$ cat src/rtl/muldiv16_issue.sv
`default_nettype none
// +----------------------------------------------------------------------------+
// | Module  : muldiv16_issue (with mul16 / div16 iterative engines)            |
// | Purpose : Issues one 16-bit mul/div to the shift engines, counts the fixed |
// |           engine latency and holds the result on a valid/ready port.       |
// | Revision: 1.0 - initial release                                            |
// +----------------------------------------------------------------------------+

// Shift-add multiplier; start (reset) loads operands, 16 steps yield a*b mod 2^16.
module mul16 (
  input  logic        clk,
  input  logic        reset,
  input  logic [15:0] a,
  input  logic [15:0] b,
  output logic [15:0] result
);

  logic [15:0] r_mcand;
  logic [15:0] r_mplier;
  logic [15:0] r_acc;

  always_ff @(posedge clk) begin
    if (reset) begin
      r_mcand  <= a;
      r_mplier <= b;
      r_acc    <= 16'h0000;
    end else begin
      if (r_mplier[0]) begin
        r_acc <= r_acc + r_mcand;
      end
      r_mcand  <= r_mcand << 1;
      r_mplier <= r_mplier >> 1;
    end
  end

  assign result = r_acc;

endmodule

// Restoring divider; start (reset) loads operands, 16 steps yield floor(a/b).
// A zero divisor makes every trial subtraction succeed, giving 0xFFFF.
module div16 (
  input  logic        clk,
  input  logic        reset,
  input  logic [15:0] a,
  input  logic [15:0] b,
  output logic [15:0] result
);

  logic [15:0] r_quo;
  logic [15:0] r_rem;
  logic [15:0] r_div;
  logic [16:0] w_shift;
  logic        w_ge;

  assign w_shift = {r_rem, r_quo[15]};
  assign w_ge    = (w_shift >= {1'b0, r_div});

  always_ff @(posedge clk) begin
    if (reset) begin
      r_quo <= a;
      r_rem <= 16'h0000;
      r_div <= b;
    end else begin
      r_rem <= w_ge ? 16'(w_shift - {1'b0, r_div}) : w_shift[15:0];
      r_quo <= {r_quo[14:0], w_ge};
    end
  end

  assign result = r_quo;

endmodule

module muldiv16_issue #(
  parameter int LATENCY = 16
) (
  input  logic        clk,
  input  logic        reset_n,
  input  logic        req_valid,
  output logic        req_ready,
  input  logic        req_op,
  input  logic [15:0] req_a,
  input  logic [15:0] req_b,
  output logic        rsp_valid,
  input  logic        rsp_ready,
  output logic [15:0] rsp_data,
  output logic        rsp_op,
  output logic        rsp_div0,
  output logic        busy
);

  typedef enum logic [2:0] {
    S_IDLE = 3'd0,
    S_LOAD = 3'd1,
    S_RUN  = 3'd2,
    S_CAPT = 3'd3,
    S_DONE = 3'd4
  } state_t;

  localparam logic [3:0] c_cnt_last = 4'(LATENCY - 1);

  state_t      r_state;
  state_t      w_state_nxt;
  logic [3:0]  r_cnt;
  logic        r_op;
  logic [15:0] r_a;
  logic [15:0] r_b;
  logic [15:0] r_rsp_data;
  logic        r_rsp_op;
  logic        r_rsp_div0;

  logic        w_accept;
  logic        w_eng_start;
  logic        w_in_idle;
  logic        w_in_done;
  logic [15:0] w_mul_p;
  logic [15:0] w_div_q;

  // Next state and decoded state flags
  always_comb begin
    w_state_nxt = r_state;
    w_in_idle   = 1'b0;
    w_in_done   = 1'b0;
    w_eng_start = 1'b1;
    case (r_state)
      S_IDLE: begin
        w_in_idle = 1'b1;
        if (req_valid && reset_n) begin
          w_state_nxt = S_LOAD;
        end
      end
      S_LOAD: begin
        w_state_nxt = S_RUN;
      end
      S_RUN: begin
        w_eng_start = 1'b0;
        if (r_cnt == c_cnt_last) begin
          w_state_nxt = S_CAPT;
        end
      end
      S_CAPT: begin
        w_eng_start = 1'b0;
        w_state_nxt = S_DONE;
      end
      S_DONE: begin
        w_in_done = 1'b1;
        if (rsp_ready) begin
          w_state_nxt = S_IDLE;
        end
      end
      default: begin
        w_state_nxt = S_IDLE;
      end
    endcase
    // Engines stay parked while the controller itself is held in reset
    if (!reset_n) begin
      w_eng_start = 1'b1;
    end
  end

  assign req_ready = w_in_idle & reset_n;
  assign w_accept  = req_valid & req_ready;
  assign rsp_valid = w_in_done;
  assign busy      = ~w_in_idle;
  assign rsp_data  = r_rsp_data;
  assign rsp_op    = r_rsp_op;
  assign rsp_div0  = r_rsp_div0;

  always_ff @(posedge clk or negedge reset_n) begin
    if (!reset_n) begin
      r_state <= S_IDLE;
    end else begin
      r_state <= w_state_nxt;
    end
  end

  always_ff @(posedge clk or negedge reset_n) begin
    if (!reset_n) begin
      r_cnt <= 4'd0;
    end else if (r_state == S_LOAD) begin
      r_cnt <= 4'd0;
    end else if (r_state == S_RUN) begin
      r_cnt <= r_cnt + 4'd1;
    end
  end

  always_ff @(posedge clk or negedge reset_n) begin
    if (!reset_n) begin
      r_op <= 1'b0;
      r_a  <= 16'h0000;
      r_b  <= 16'h0000;
    end else if (w_accept) begin
      r_op <= req_op;
      r_a  <= req_a;
      r_b  <= req_b;
    end
  end

  // Sampled on the CAPT edge: the engines hold exactly LATENCY steps of work
  always_ff @(posedge clk or negedge reset_n) begin
    if (!reset_n) begin
      r_rsp_data <= 16'h0000;
      r_rsp_op   <= 1'b0;
      r_rsp_div0 <= 1'b0;
    end else if (r_state == S_CAPT) begin
      r_rsp_data <= r_op ? w_div_q : w_mul_p;
      r_rsp_op   <= r_op;
      r_rsp_div0 <= r_op & (r_b == 16'h0000);
    end
  end

  mul16 u_mul16 (
    .clk    (clk),
    .reset  (w_eng_start),
    .a      (r_a),
    .b      (r_b),
    .result (w_mul_p)
  );

  div16 u_div16 (
    .clk    (clk),
    .reset  (w_eng_start),
    .a      (r_a),
    .b      (r_b),
    .result (w_div_q)
  );

endmodule
`default_nettype wire
$ cat config.mk
export PLATFORM = sky130hd
export DESIGN_NAME = muldiv16_issue
export DESIGN_NICKNAME = d
export VERILOG_FILES = /design/src/rtl/muldiv16_issue.sv
export SDC_FILE = /design/constraint.sdc
export NUM_CORES = 1
export LEC_CHECK = 0
export ABC_CLOCK_PERIOD_IN_PS = 2800
export CAP_MARGIN = 20
export CORE_UTILIZATION = 34
export DETAILED_ROUTE_END_ITERATION = 10
export PLACE_DENSITY = 0.55
export SLEW_MARGIN = 40
export SYNTH_ARGS = -nofsm -noshare
export SYNTH_HDL_FRONTEND = slang
export SYNTH_SLANG_ARGS = --single-unit
export TNS_END_PERCENT = 20
$ cat constraint.sdc
create_clock -name clk -period 2.8 [get_ports clk]
set_input_delay 0.28 -clock clk [delete_from_list [all_inputs] [get_ports clk]]
set_output_delay 0.28 -clock clk [all_outputs]
set_load 0.03 [all_outputs]
==> flow_summary.json, run 1 <==
{
  "setup_viol_count_final": 0,
  "post_dp_cell_area_sq_um": 7980,
  "die_height_microns": 147,
  "synth_xor_area_share_pct": 2.22,
  "syn_to_final_growth_pct": 20.9,
  "post_synth_instance_area_sq_um": 7100,
  "first_iter_violations": 231,
  "postSynthAreaPerCell_sq_um": 9.85,
  "synth.area.mux_share_pct": 9.76,
  "static-leakage-power_nw": 3.76,
  "setup.reg_to_reg.worst_slack_ps": 300,
  "part_of_the_yosys_area_used_for_sequential_elements_pct": 49.7,
  "final.setup.tns_ps": 0,
  "final.hold.worst_slack_ps": -1.94,
  "final-hold-violation-count": 3,
  "synth_compound_area_share_pct": 12.5,
  "initial_core_util_pct": 34.9,
  "clock_latency_reported_for_the_late_side_of_the_worst_skew_pair_ps": 430,
  "slew_headroom_pct": 57.5,
  "synth-simple-area-share_pct": 16.1,
  "h_tree_level_count": 4,
  "hold_buffer_count_at_cts": 0,
  "status": "complete, but fails checks",
  "cts_inserted_buffers": 17,
  "max_freq_mhz": 397,
  "final_net_count": 851,
  "die-area_sq_um": 21500,
  "worst-slew-pin-transition_ps": 638,
  "drt_first_pass_iters": 4,
  "period_share_pct": 89.9,
  "ir_worst_vdd_v": 0.000519,
  "yosysWarnings": 0,
  "global_route_wire_length_before_repair_mm": 25.4,
  "skew_ps": 8.83,
  "remaining_number_of_nets_flagged_by_the_antenna_check_after_routing": 0,
  "post_route_cells_drive_above_1_share_pct": 12.5,
  "layout_commonest_cell": "nand2_1",
  "number_of_flip_flops_and_latches_in_the_synthesized_netlist": 154,
  "cts_tree": "yes",
  "power_per_cell_area_nw_per_um2": 1110,
  "setup_repair_after_global_routing_missed_its_margin": "false",
  "global_route_usage_over_all_layers_pct": 15.0,
  "gpl.final_weighted_congestion": 0.835,
  "clk_pin_slew_worst_paths_ps": 60,
  "synth_nets": 792,
  "drcViolationCount": 0,
  "critPathKind": "reg -> out",
  "place.detailed.hpwl_mm": 10.2,
  "worst_ep_required_time_ps": 2520,
  "timing.max_cap.violations": 0,
  "worst-r2r-cell-count": 11,
  "synth_top_flop_cell": "dfxtp_1",
  "fin_crit_ps": 2520,
  "synth_cell_type_count": 64,
  "clockRootBuffer": "clkbuf_16",
  "ctsResizeCount": 0,
  "critical_path.endpoint_type": "output pin",
  "cts_max_path_buffers": 2,
  "rows": 52,
  "timing.rr.start": "u_div16.result[15]",
  "yosys.area_share.adder_pct": 6.20,
  "final_area_sq_um": 8580,
  "synth_top_family_by_area": "simple AND/OR/NAND/NOR gates",
  "n_antenna_cell": 0,
  "synth-edff-count": 16,
  "worst_ep_arrival_time_ps": 2240,
  "cts_post_setup_buffers_inserted": 0,
  "grt_pass1_vias": 5119,
  "synthesis.instances": 721,
  "worstSetupStartpointType": "register",
  "failed_checks": "negative hold slack",
  "grt_antenna_before_repair": 0,
  "portBuffers": 57,
  "cts.sink_count": 154,
  "maximum_number_of_pins_on_one_net_before_global_route_repair": 62,
  "crit_fanout": 13,
  "fp.coreArea_sq_um": 20400,
  "detail_route.wl_per_cell_microns": 14.0,
  "routed_via_density": 4.80,
  "routed_wl_mm": 14.9,
  "r2r_end": "u_div16.r_rem[12]",
  "global_route.overflow_total": 0,
  "vias_post_dr": 5106,
  "dieWidth_microns": 147,
  "synthArstFlopShare_pct": 37.7,
  "most-common-layout-cells": "nand2_1 (170), dfxtp_1 (80), dfrtp_1 (58)",
  "pin_count": 58,
  "hold_path_class": "in -> async",
  "timing_max_transition_violations_final": 0
}
cell type report:
cell class                 instances  area [sq um]
clock buffer                      22           495
sequential                       154          3530
fill                            1970         11800
timing repair buffer              67           669
multi-input combinational        510          3330
inverter                          30           113
clock inverter                    10           104
tap                              270           338
critical path: stages (launching register included):
cell,delay [ps]
dfrtp_1,520
or3_1,500
nor2_1,120
clkdlybuf4s50_1,670
how the worst max path moves through the flow:
| stage | startpoint | to | slack, ps | cells past startpoint |
|---|---|---|---|---|
| floorplan | u_div16.result[15] | u_div16.r_rem[12] | 510 | 11 |
| global placement | u_div16.result[15] | u_div16.r_rem[12] | 370 | 11 |
| detailed placement | u_div16.result[15] | u_div16.r_rem[12] | 330 | 11 |
| CTS | r_state[0] | req_ready | 270 | 3 |
| global route | u_mul16.r_mcand[0] | u_mul16.result[14] | 60 | 9 |
| finish | r_state[0] | req_ready | 280 | 3 |
registers in the layout (all words and copies together), names as in the netlist, 3 cells and up:
signal	cells
rsp_data	16
u_div16.result	16
r_a	16
r_state	3
u_mul16.r_mplier	16
r_b	16
u_mul16.result	16
r_cnt	4
u_div16.r_rem	16
u_mul16.r_mcand	16
u_div16.r_div	16
power breakdown:
part / internal, mW / switching, mW / total [mW]
clock network: 1.36 / 0.949 / 2.31
registers: 3.22 / 0.605 / 3.83
logic: 1.47 / 1.89 / 3.36
routing by layer:
| metal | vias to the layer above | GRT usage (%) | share of wire (%) |
|---|---|---|---|
| li1 | 2611 | - | - |
| met1 | 2405 | 19.5 | 49 |
| met2 | 71 | 24.4 | 47 |
| met3 | 19 | 3.13 | 2.6 |
| met4 | 0 | 5.68 | 1.6 |
| met5 | - | 0 | 0 |
per-stage QoR:
step / instances / hold WS [ps] / worst slack [ps] / power (mW) / util (%)
global route: 1063 / 46.4 / 57.6 / 10.2 / 42.2
detailed placement: 1031 / 403 / 328 / 7.26 / 39.2
global placement: 1031 / 397 / 374 / 7.25 / 39.2
floorplan: 721 / -15.6 / 505 / 6.23 / -
finish: 1063 / -1.94 / 282 / 9.49 / 42.2
CTS: 1063 / 137 / 273 / 9.62 / 42.1
cell usage after synthesis, types with 7 or more instances:
cell type	n	share of area [%]
buf_1	7	0.37
o21ai_0	40	2.8
a21o_1	9	0.95
nand3_1	16	1.1
clkbuf_1	13	0.69
xnor2_1	13	1.6
ha_1	32	5.6
mux2_2	34	5.4
a21oi_1	27	1.9
nand2_1	170	9.0
nor2_1	39	2.1
edfxtp_1	16	6.8
dfxtp_1	80	23
mux2i_1	31	4.4
nand2b_1	7	0.62
inv_1	28	1.5
dfrtp_1	58	20
kinds of logic (layout without fill, tap and decap cells):
family                   Yosys count  count (layout)
AND/OR/NAND/NOR                  266             266
flip-flops                       154             154
AO/OA/AOI/OAI                    127             127
multiplexers                      65              65
buffers and inverters             57             129
adder cells (fa/ha/maj)           34              34
XOR/XNOR                          18              18
Note: power is estimated with default switching activity, not from simulation.
==> run 2, diff against run 1 <==
--- a/config.mk
+++ b/config.mk
@@ -10,7 +10,7 @@
 export CORE_UTILIZATION = 34
 export DETAILED_ROUTE_END_ITERATION = 10
 export PLACE_DENSITY = 0.55
-export SLEW_MARGIN = 40
+export SLEW_MARGIN = 20
 export SYNTH_ARGS = -nofsm -noshare
 export SYNTH_HDL_FRONTEND = slang
 export SYNTH_SLANG_ARGS = --single-unit
==> flow_summary.json, run 2 (synthesis results as in run 1) <==
{
  "status": "completed",
  "dieWidth_microns": 147,
  "clkPwrFrac_pct": 24.3,
  "post_dp_cell_area_sq_um": 7980,
  "maximum_number_of_pins_on_one_net_before_global_route_repair": 62,
  "clockRootBuffer": "clkbuf_16",
  "worst_ep_arrival_time_ps": 2240,
  "global_route.overflow_total": 0,
  "initial_core_util_pct": 34.9,
  "fillCellCount": 1969,
  "period_share_pct": 89.9,
  "cts_inserted_buffers": 17,
  "static-leakage-power_nw": 3.76,
  "setup.reg_to_reg.worst_slack_ps": 300,
  "syn_to_final_growth_pct": 20.8,
  "internal_power_mw": 6.05,
  "finalNonFillerCells": 1063,
  "ctsResizeCount": 0,
  "h_tree_level_count": 4,
  "cts_tree": "yes",
  "worstSetupStartpointType": "register",
  "dpl.cell_count": 1031,
  "portion_of_total_power_attributed_to_sequential_cells_pct": 40.3,
  "power_per_cell_area_nw_per_um2": 1110,
  "n_antenna_cell": 0,
  "hold_buffer_count_at_cts": 0,
  "gpl.final_weighted_congestion": 0.835,
  "pin_count": 58,
  "final.setup.tns_ps": 0,
  "rows": 52,
  "timing.max_cap.violations": 0,
  "ir_worst_vdd_v": 0.000519,
  "crit_path_max_incr_delay_ps": 670,
  "cts_max_path_buffers": 2,
  "pwr-share-comb_pct": 35.4,
  "clk_pin_slew_worst_paths_ps": 60,
  "setup_viol_count_final": 0,
  "post_route_cells_drive_above_1_share_pct": 12.5,
  "net_switching_fraction_of_the_power_pct": 36.3,
  "crit_buf_inv": 1,
  "global_route_usage_over_all_layers_pct": 15.0,
  "setup_repair_after_global_routing_missed_its_margin": "false",
  "portBuffers": 57,
  "hold_path_class": "in -> async",
  "drt_first_pass_iters": 4,
  "critical_path.endpoint_type": "output pin",
  "crit_fanout": 13,
  "final_net_count": 851,
  "drcViolationCount": 0,
  "place_worst_setup_slack_ps": 328,
  "cts_post_setup_buffers_inserted": 0,
  "most-common-layout-cells": "nand2_1 (170), dfxtp_1 (80), dfrtp_1 (58)",
  "place.detailed.hpwl_mm": 10.2,
  "timing_max_transition_violations_final": 0,
  "total_switching_power_mw": 3.45,
  "critPathKind": "reg -> out",
  "fp.coreArea_sq_um": 20400,
  "die_height_microns": 147,
  "clock_latency_reported_for_the_late_side_of_the_worst_skew_pair_ps": 430,
  "crit_slowest_cell": "clkdlybuf4s50_1",
  "die-area_sq_um": 21500,
  "cts.sink_count": 154,
  "cpLargestDelayFamily": "buffers and inverters",
  "grt_antenna_before_repair": 0,
  "final-hold-violation-count": 0,
  "layout_commonest_cell": "nand2_1",
  "max_freq_mhz": 397,
  "timing.final.ws_setup_ps": 282,
  "skew_ps": 8.83,
  "vias_post_dr": 5106,
  "routed_via_density": 4.80,
  "detail_route.wl_per_cell_microns": 14.0,
  "grt_pass1_vias": 5119,
  "routed_wl_mm": 14.9,
  "first_iter_violations": 231,
  "remaining_number_of_nets_flagged_by_the_antenna_check_after_routing": 0,
  "worst-slew-pin-transition_ps": 785,
  "final_area_sq_um": 8580,
  "critical_path.cell_chain": "or3_1 > nor2_1 > clkdlybuf4s50_1",
  "worst_ep_required_time_ps": 2520,
  "slew_headroom_pct": 47.7,
  "global_route_wire_length_before_repair_mm": 25.4,
  "fin_crit_ps": 2520
}
-- run 2: path summary, 6_finish.rpt --
check / start / end / depth (start not counted)
worst max-delay path: r_state[0] / req_ready / 3
worst min-delay path: reset_n / r_a[10] / 2
worst max register to register: u_div16.result[15] / u_div16.r_rem[12] / 11
worst min register to register: u_mul16.r_mplier[11] / u_mul16.r_mplier[10] / 2
max in group asynchronous: reset_n / r_b[14] / 2
min in group clk: u_mul16.r_mplier[11] / u_mul16.r_mplier[10] / 2
-- run 2: stage by stage --
step | utilization [%] | total power [mW] | hold WS [ps]
finish | 42.1 | 9.49 | 94.8
global route | 42.1 | 10.2 | 167
CTS | 42.1 | 9.62 | 137
detailed placement | 39.2 | 7.26 | 403
global placement | 39.2 | 7.25 | 397
floorplan | - | 6.23 | -15.6
-- run 2: per-layer routing --
layer,wire (microns),track usage (%),vias up
met4,238,5.68,0
met3,386,3.13,19
li1,-,-,2611
met5,0,0,-
met1,7280,19.5,2405
met2,7030,24.4,71
-- run 2: area by class of cell --
type,count,area (sq um),share of cell area [%]
repair buffers,67,666,7.76
multi-input cells,510,3330,38.8
flip-flops and latches,154,3530,41.2
well taps,270,338,3.94
clock buffers,22,495,5.77
clock inverters,10,104,1.21
inverters,30,113,1.31
-- run 2: power by group through the flow --
stage	Clock [mW]	Combinational [mW]	Sequential, mW
floorplan	0	2.38	3.85
global route	2.45	3.79	3.97
finish	2.31	3.36	3.83
CTS	2.36	3.41	3.84
global placement	0	3.38	3.87
detailed placement	0	3.38	3.88
